--- src/rtl/fetch_sequencer.sv ---
// fetch_sequencer: fetches one instruction word as sequential bytes and strobes the MDR; FETCH_TIMEOUT_EN adds a REQ wait timeout
module fetch_sequencer #(
  parameter int ADDR_W         = 8,
  parameter int BYTES_PER_WORD = 2,
  parameter int TIMEOUT_CYC    = 15
) (
  input  logic              clk,
  input  logic              rst,
  input  logic              start,
  input  logic              pc_load,
  input  logic [ADDR_W-1:0] pc_in,
  output logic [ADDR_W-1:0] pc_out,
  output logic              mem_rd,
  output logic [ADDR_W-1:0] mem_addr,
  input  logic              mem_ack,
  output logic              mdr_re,
  output logic              mdr_shift,
  output logic              mdr_we,
  output logic              busy,
  output logic              done,
  output logic              fetch_err
);
  localparam int CW = BYTES_PER_WORD > 1 ? $clog2(BYTES_PER_WORD) : 1;
  typedef enum logic [2:0] {S_IDLE, S_REQ, S_LOAD, S_SHIFT, S_WRITE, S_DONE} state_t;
  state_t r_state, w_next;
  logic [ADDR_W-1:0] r_pc;
  logic [CW-1:0] r_cnt;
  logic w_timeout;
`ifdef FETCH_TIMEOUT_EN
  localparam int TW = $clog2(TIMEOUT_CYC + 1);
  logic [TW-1:0] r_wait;
  logic r_err;
  assign w_timeout = r_state == S_REQ && !mem_ack && r_wait == TW'(TIMEOUT_CYC - 1);
  assign fetch_err = r_err;
  // wait counter restarts on every REQ entry; error pulse follows the abandoning cycle
  always_ff @(posedge clk) begin
    if (rst) begin
      r_wait <= '0;
      r_err  <= 1'b0;
    end else begin
      r_wait <= (r_state == S_REQ && w_next == S_REQ) ? r_wait + TW'(1) : '0;
      r_err  <= w_timeout;
    end
  end
`else
  assign w_timeout = 1'b0;
  assign fetch_err = 1'b0;
`endif
  assign pc_out    = r_pc;
  assign busy      = r_state != S_IDLE;
  assign mem_rd    = r_state == S_REQ;
  assign mem_addr  = mem_rd ? r_pc : '0;
  assign mdr_re    = r_state == S_LOAD;
  assign mdr_shift = r_state == S_SHIFT;
  assign mdr_we    = r_state == S_WRITE;
  assign done      = r_state == S_DONE;
  // next-state decode; start is only looked at in IDLE
  always_comb begin
    w_next = r_state;
    case (r_state)
      S_IDLE:  w_next = start ? S_REQ : S_IDLE;
      S_REQ:   w_next = w_timeout ? S_IDLE : mem_ack ? S_LOAD : S_REQ;
      S_LOAD:  w_next = r_cnt < CW'(BYTES_PER_WORD - 1) ? S_SHIFT : S_WRITE;
      S_SHIFT: w_next = S_REQ;
      S_WRITE: w_next = S_DONE;
      S_DONE:  w_next = S_IDLE;
      default: w_next = S_IDLE;
    endcase
  end
  // state, PC and byte count; a same-cycle pc_load and start fetches from pc_in
  always_ff @(posedge clk) begin
    if (rst) begin
      r_state <= S_IDLE;
      r_pc    <= '0;
      r_cnt   <= '0;
    end else begin
      r_state <= w_next;
      if (r_state == S_IDLE && pc_load) r_pc <= pc_in;
      else if (r_state == S_LOAD) r_pc <= r_pc + ADDR_W'(1);
      if (r_state == S_IDLE && start) r_cnt <= '0;
      else if (r_state == S_SHIFT) r_cnt <= r_cnt + CW'(1);
    end
  end
endmodule
--- config.mk ---
export PLATFORM = sky130hd
export DESIGN_NAME = fetch_sequencer
export DESIGN_NICKNAME = d
export VERILOG_FILES = /design/src/rtl/fetch_sequencer.sv
export SDC_FILE = /design/constraint.sdc
export NUM_CORES = 1
export LEC_CHECK = 0
export CAP_MARGIN = 20
export CORE_ASPECT_RATIO = 0.8
export CORE_MARGIN = 2
export CORE_UTILIZATION = 30
export DETAILED_ROUTE_END_ITERATION = 8
export PLACE_DENSITY = 0.6
export SYNTH_ARGS = -nofsm -noshare
export SYNTH_HDL_FRONTEND = slang
export SYNTH_SLANG_ARGS = --single-unit
--- constraint.sdc ---
create_clock -name clk -period 3.15 [get_ports clk]
set_input_delay 0.63 -clock clk [delete_from_list [all_inputs] [get_ports clk]]
set_output_delay 0.63 -clock clk [all_outputs]
set_load 0.005 [all_outputs]
=== After elaboration in Yosys (flattened, before gate mapping) ===
Index checks and enable logic that the tools add are counted.
Widths: inputs -> output; s select.

* Bits in read-only memories: 0
* Register bits after elaboration: 12
* Bits in latches: 0
* Bits in writable memories: 0
* Output and inout bits: 23
* Bits of input ports: 13
* Memories kept: 0

* Divide/modulo/power cells: 0
* Eq/ne operators: 5
* $add $sub $neg: 2
* $mul: 0
* Multiplexer cells: 7
* Shift-type cells: 0
* Magnitude comparators: 1
* Bitwise operators: 0
* Reductions and logical operators: 6

{| class="wikitable"
|+ Operator list
! operator !! number
|-
| $mux 8 || 3
|-
| $pmux 3 s5 || 1
|-
| $add 8x1->8 const B || 1
|-
| $eq 3x2->1 const B || 2
|-
| $eq 3x3->1 const B || 2
|-
| $eq 3x1->1 const B || 1
|-
| $logic_not 3->1 || 1
|-
| $mux 3 || 1
|-
| $reduce_bool 3->1 || 1
|-
| $logic_and 1x1->1 || 2
|-
| $mux 2 || 1
|-
| $reduce_bool 2->1 || 1
|-
| $reduce_or 2->1 || 1
|-
| $add 1x1->1 const B || 1
|-
| $lt 1x1->1 const B || 1
|-
| $mux 1 || 1
|}

=== Longest topological paths before layout ===
Gate-level depths: netlist of run 1.

* Depth in word-level cells: 3
* Depth in mapped cells: 5
* Depth with buffers taken out: 4

=== Worst setup path before layout of run 1 ===
OpenSTA, ideal clock, no wires.

* Path type: register to output
* Start point: reg r_state[0]
* End point: out mem_addr[0]
* Path slack: 1173 ps
* Stages on the path, launching flop included: 5
* Data arrival time: 1347 ps
* Data required time: 2520 ps
* Cells stage by stage: dfxtp_1 clkbuf_1 inv_1 nor3_1 and2_1

* Word-level cells in the longest chain between the ends: 2

{| class="wikitable"
|+ RTL lines
! item !! line !! RTL
|-
| start: declaration || 25 || <nowiki>state_t r_state, w_next;</nowiki>
|-
| start signal: assignment || 77 || <nowiki>r_state <= w_next;</nowiki>
|-
| $eq 3x1->1 || 51 || <nowiki>assign mem_rd = r_state == S_REQ;</nowiki>
|-
| named net mem_rd || 13 || <nowiki>output logic mem_rd,</nowiki>
|-
| $mux 8 || 52 || <nowiki>assign mem_addr = mem_rd ? r_pc : '0;</nowiki>
|-
| end: declaration || 14 || <nowiki>output logic [ADDR_W-1:0] mem_addr,</nowiki>
|}

The timed path passes the listed nets, and every way through them passes these cells.

=== Final worst setup path of run 1 ===
* Start point: reg r_state[0]
* End point: out mem_addr[0]

* Word-level cells in the longest chain between the ends: 2

{| class="wikitable"
|+ RTL lines
! item !! line
|-
| $eq 3x1->1 || 51
|-
| $mux 8 || 52
|}

No other way between the ends.

==> impl_metrics.csv, run 1 <==
group,metric,value,unit
run_status,status,"finished clean",
worst_hold_path,hold_end,"pc_out[6]",
layout,fillers,229,
logic_synthesis,synth_nets,106,
worst_setup_path,r2r_setup_slack,1180,ps
clocking,cts_buffer_depth,2,
sta,period_share,0.8825,
floorplanning,core,2233,um2
placed_design,post_dp_cell_area,1079,um2
clocking,cts_buffers,3,
floorplanning,chipWidth,59.18,um
route,first_iter_violations,19,
layout,final_cells,149,
sta,drv_slew,0,
placed_design,dp_worst_setup_slack,369.7,ps
placed_design,port_buffers,34,
sta,setup_tns,0,ps
worst_hold_path,min_from,"pc_out[6]",
logic_synthesis,synthesis.area,730.7,um2
worst_setup_path,reg2reg_to,"pc_out[5]",
sta,hold_violations,0,
placed_design,dp_hpwl,1602,um
worst_setup_path,crit_arrival,2150,ps
placed_design,place_congestion,0.7687,
power_and_ir_drop,power_density,375.1,nW/um2
grt,grt.total_usage,0.1700,
logic_synthesis,synth_seq_cells,12,
worst_setup_path,start_kind,"flop",
floorplanning,die_h,48.14,um
grt,grt.overflow.total,0,
route,drt-total-wl,2209,um
worst_setup_path,worstSetupPathType,"reg -> out",
sta,fin_crit,2780,ps
logic_synthesis,synth_cells,92,
worst_setup_path,rr_worst_depth,3,
worst_setup_path,cp_data_required_time,2520,ps
floorplanning,dieArea,2849,um2
route,ant_nets,0,
clocking,clock-sinks,12,
layout,fin_nets,139,
worst_setup_path,r2r-start,"r_state[1]",
logic_synthesis,synth.distinct_cells,38,
grt,grt_pass1_wl,3484,um
placed_design,dp_cells,145,
worst_setup_path,critPathCaptureType,"output pin",
floorplanning,start_util,0.3272,
layout,antenna_cells,0,
logic_synthesis,syn_area_per_cell,7.942,um2
worst_setup_path,worstPathMaxFanout,14,
worst_hold_path,min_path_type,"reg -> reg",
logic_synthesis,synth_area_leaders,"dfxtp_1, and2_1, a21oi_1",
logic_synthesis,seq_area_frac_synth,0.3288,
job,cap_viol_max_count,0,
layout,drive_gt1_frac,0.07258,
worst_hold_path,min_path_cells,2,
clocking,htreeDepth,1,
clocking,cts_setup_buffers,0,
route,vias,828,
sta,rsz0062_at_grt,"no",
clocking,cts_tree,"done",
clocking,clk_pin_slew_worst_paths,80,ps
route,first_pass_iters,4,
route,route.detailed.drc,0,
layout,mostFrequentLayoutCell,"clkdlybuf4s50_1",
power_and_ir_drop,ir_drop,0.1845,mV
sta,max_freq,359.7,MHz
grt,grt_max_degree,16,
route,wire_per_inst,14.83,um
layout,final_area,1120,um2
layout,final_cell_mix,"clkdlybuf4s50_1, dfxtp_1, and2_1, a21oi_1, nor2_1",
logic_synthesis,yosysTopAreaCellShare,0.3288,
floorplanning,rows,15,
clocking,clock-root-buffer,"clkbuf_4",
clocking,clkLatencyLatePin,290,ps
logic_synthesis,netlist.top_cell.by_area,"dfxtp_1",
logic_synthesis,yosysWarnings,0,
grt,grt_pass1_vias,712,
grt,antenna_found_initial,0,
sta,clock_skew,1.630,ps
floorplanning,ios,36,
sta,finalSetupViolations,0,
sta,setup_slack,370.1,ps
power_and_ir_drop,p_leak,0.4033,nW
route,vias_per_cell,5.557,
layout,area_growth,53.25,%
-- how the worst max path moves through the flow --
stage	to	slack, ps	from	cells past startpoint
2_1_floorplan	mem_addr[0]	1170	r_state[0]	4
3_3_place_gp	mem_addr[4]	540	r_state[0]	4
3_5_place_dp	mem_addr[0]	370	r_state[0]	4
4_1_cts	mem_addr[0]	40	r_state[0]	4
5_1_grt	mem_addr[0]	150	r_state[0]	4
6_report	mem_addr[0]	370	r_state[0]	4
-- logic make-up after synthesis --
kind of cell,count (synthesis),share of synthesized area
buffers and inverters,12,0.06848
and+or+nand+nor,42,0.3579
adders and majority gates,1,0.01712
AOI/OAI and AO/OA,24,0.2226
other,1,0.005132
DFF,12,0.3288
-- what timing repair did --
item,4_1_cts,5_1_grt
resized for setup,0,1
hold buffers,0,0
endpoints found under the setup margin,0,8
-- state kept, by name, indices dropped and copies added, names as in the netlist --
register / count
r_cnt: 1
pc_out: 8
r_state: 3
-- cell type report --
cell class / instances / area, um2 / area share
clock buffers: 4 / 36.28 / 0.03240
inverters: 5 / 18.77 / 0.01676
multi-input cells: 68 / 445.4 / 0.3978
flip-flops and latches: 12 / 240.2 / 0.2145
well taps: 25 / 31.28 / 0.02793
repair buffers: 35 / 347.8 / 0.3106
-- worst max-delay path: stages (launching register included) --
cell and delay (ps):
dfxtp_1 560, inv_1 160, nor3_2 430, and2_1 200
clkdlybuf4s50_1 510
-- per-stage QoR --
step / hold slack (ps) / power [mW] / utilization
floorplan: 487.0 / 0.2298 / -
global placement: 532.8 / 0.2904 / 0.4829
CTS: 551.1 / 0.4204 / 0.4992
global route: 584.0 / 0.4391 / 0.5014
finish: 547.2 / 0.4200 / 0.5014
detailed placement: 539.4 / 0.2916 / 0.4829
-- synthesized netlist by cell type --
cell type / number
and4_1: 1
buf_4: 1
ha_1: 1
buf_1: 1
clkbuf_1: 4
nand4bb_1: 1
buf_2: 1
or3b_1: 1
conb_1: 1
o31ai_1: 1
dfxtp_1: 12
or3_1: 3
a31o_2: 1
a21oi_1: 8
and3b_1: 2
nor4b_1: 1
nand2_1: 2
o22ai_1: 1
nor3_1: 3
o221ai_1: 1
a31oi_1: 2
nor4bb_1: 1
nand3_1: 5
a2bb2oi_1: 2
o211ai_1: 1
nor4_1: 1
a22oi_1: 1
a211oi_1: 1
a311oi_1: 2
nand4_1: 3
or4b_2: 1
and2_1: 8
nor2_1: 6
or4_1: 1
nor3b_1: 2
o21ai_0: 2
inv_1: 5
o221a_2: 1
-- power by group --
group	internal, mW	total [mW]	switching [mW]
sequential	0.163	0.185	0.0214
clock	0.0705	0.131	0.0609
combinational	0.0646	0.104	0.0395
-- layer usage --
| layer | up-vias | part of all wire | GRT usage |
|---|---|---|---|
| met5 | - | 0 | 0 |
| met4 | 0 | 0.010 | 0.05455 |
| li1 | 408 | - | - |
| met1 | 384 | 0.49 | 0.2284 |
| met3 | 3 | 0.068 | 0.04509 |
| met2 | 33 | 0.43 | 0.2711 |
Power figures use the tool's default switching activity.
==> run 2: changes to the inputs <==
--- a/config.mk
+++ b/config.mk
@@ -11,6 +11,7 @@
 export CORE_UTILIZATION = 30
 export DETAILED_ROUTE_END_ITERATION = 8
 export PLACE_DENSITY = 0.6
+export SLEW_MARGIN = 15
 export SYNTH_ARGS = -nofsm -noshare
 export SYNTH_HDL_FRONTEND = slang
 export SYNTH_SLANG_ARGS = --single-unit
==> results of run 2 <==
The final DEF is identical to that of run 1; final timing and power are the same.
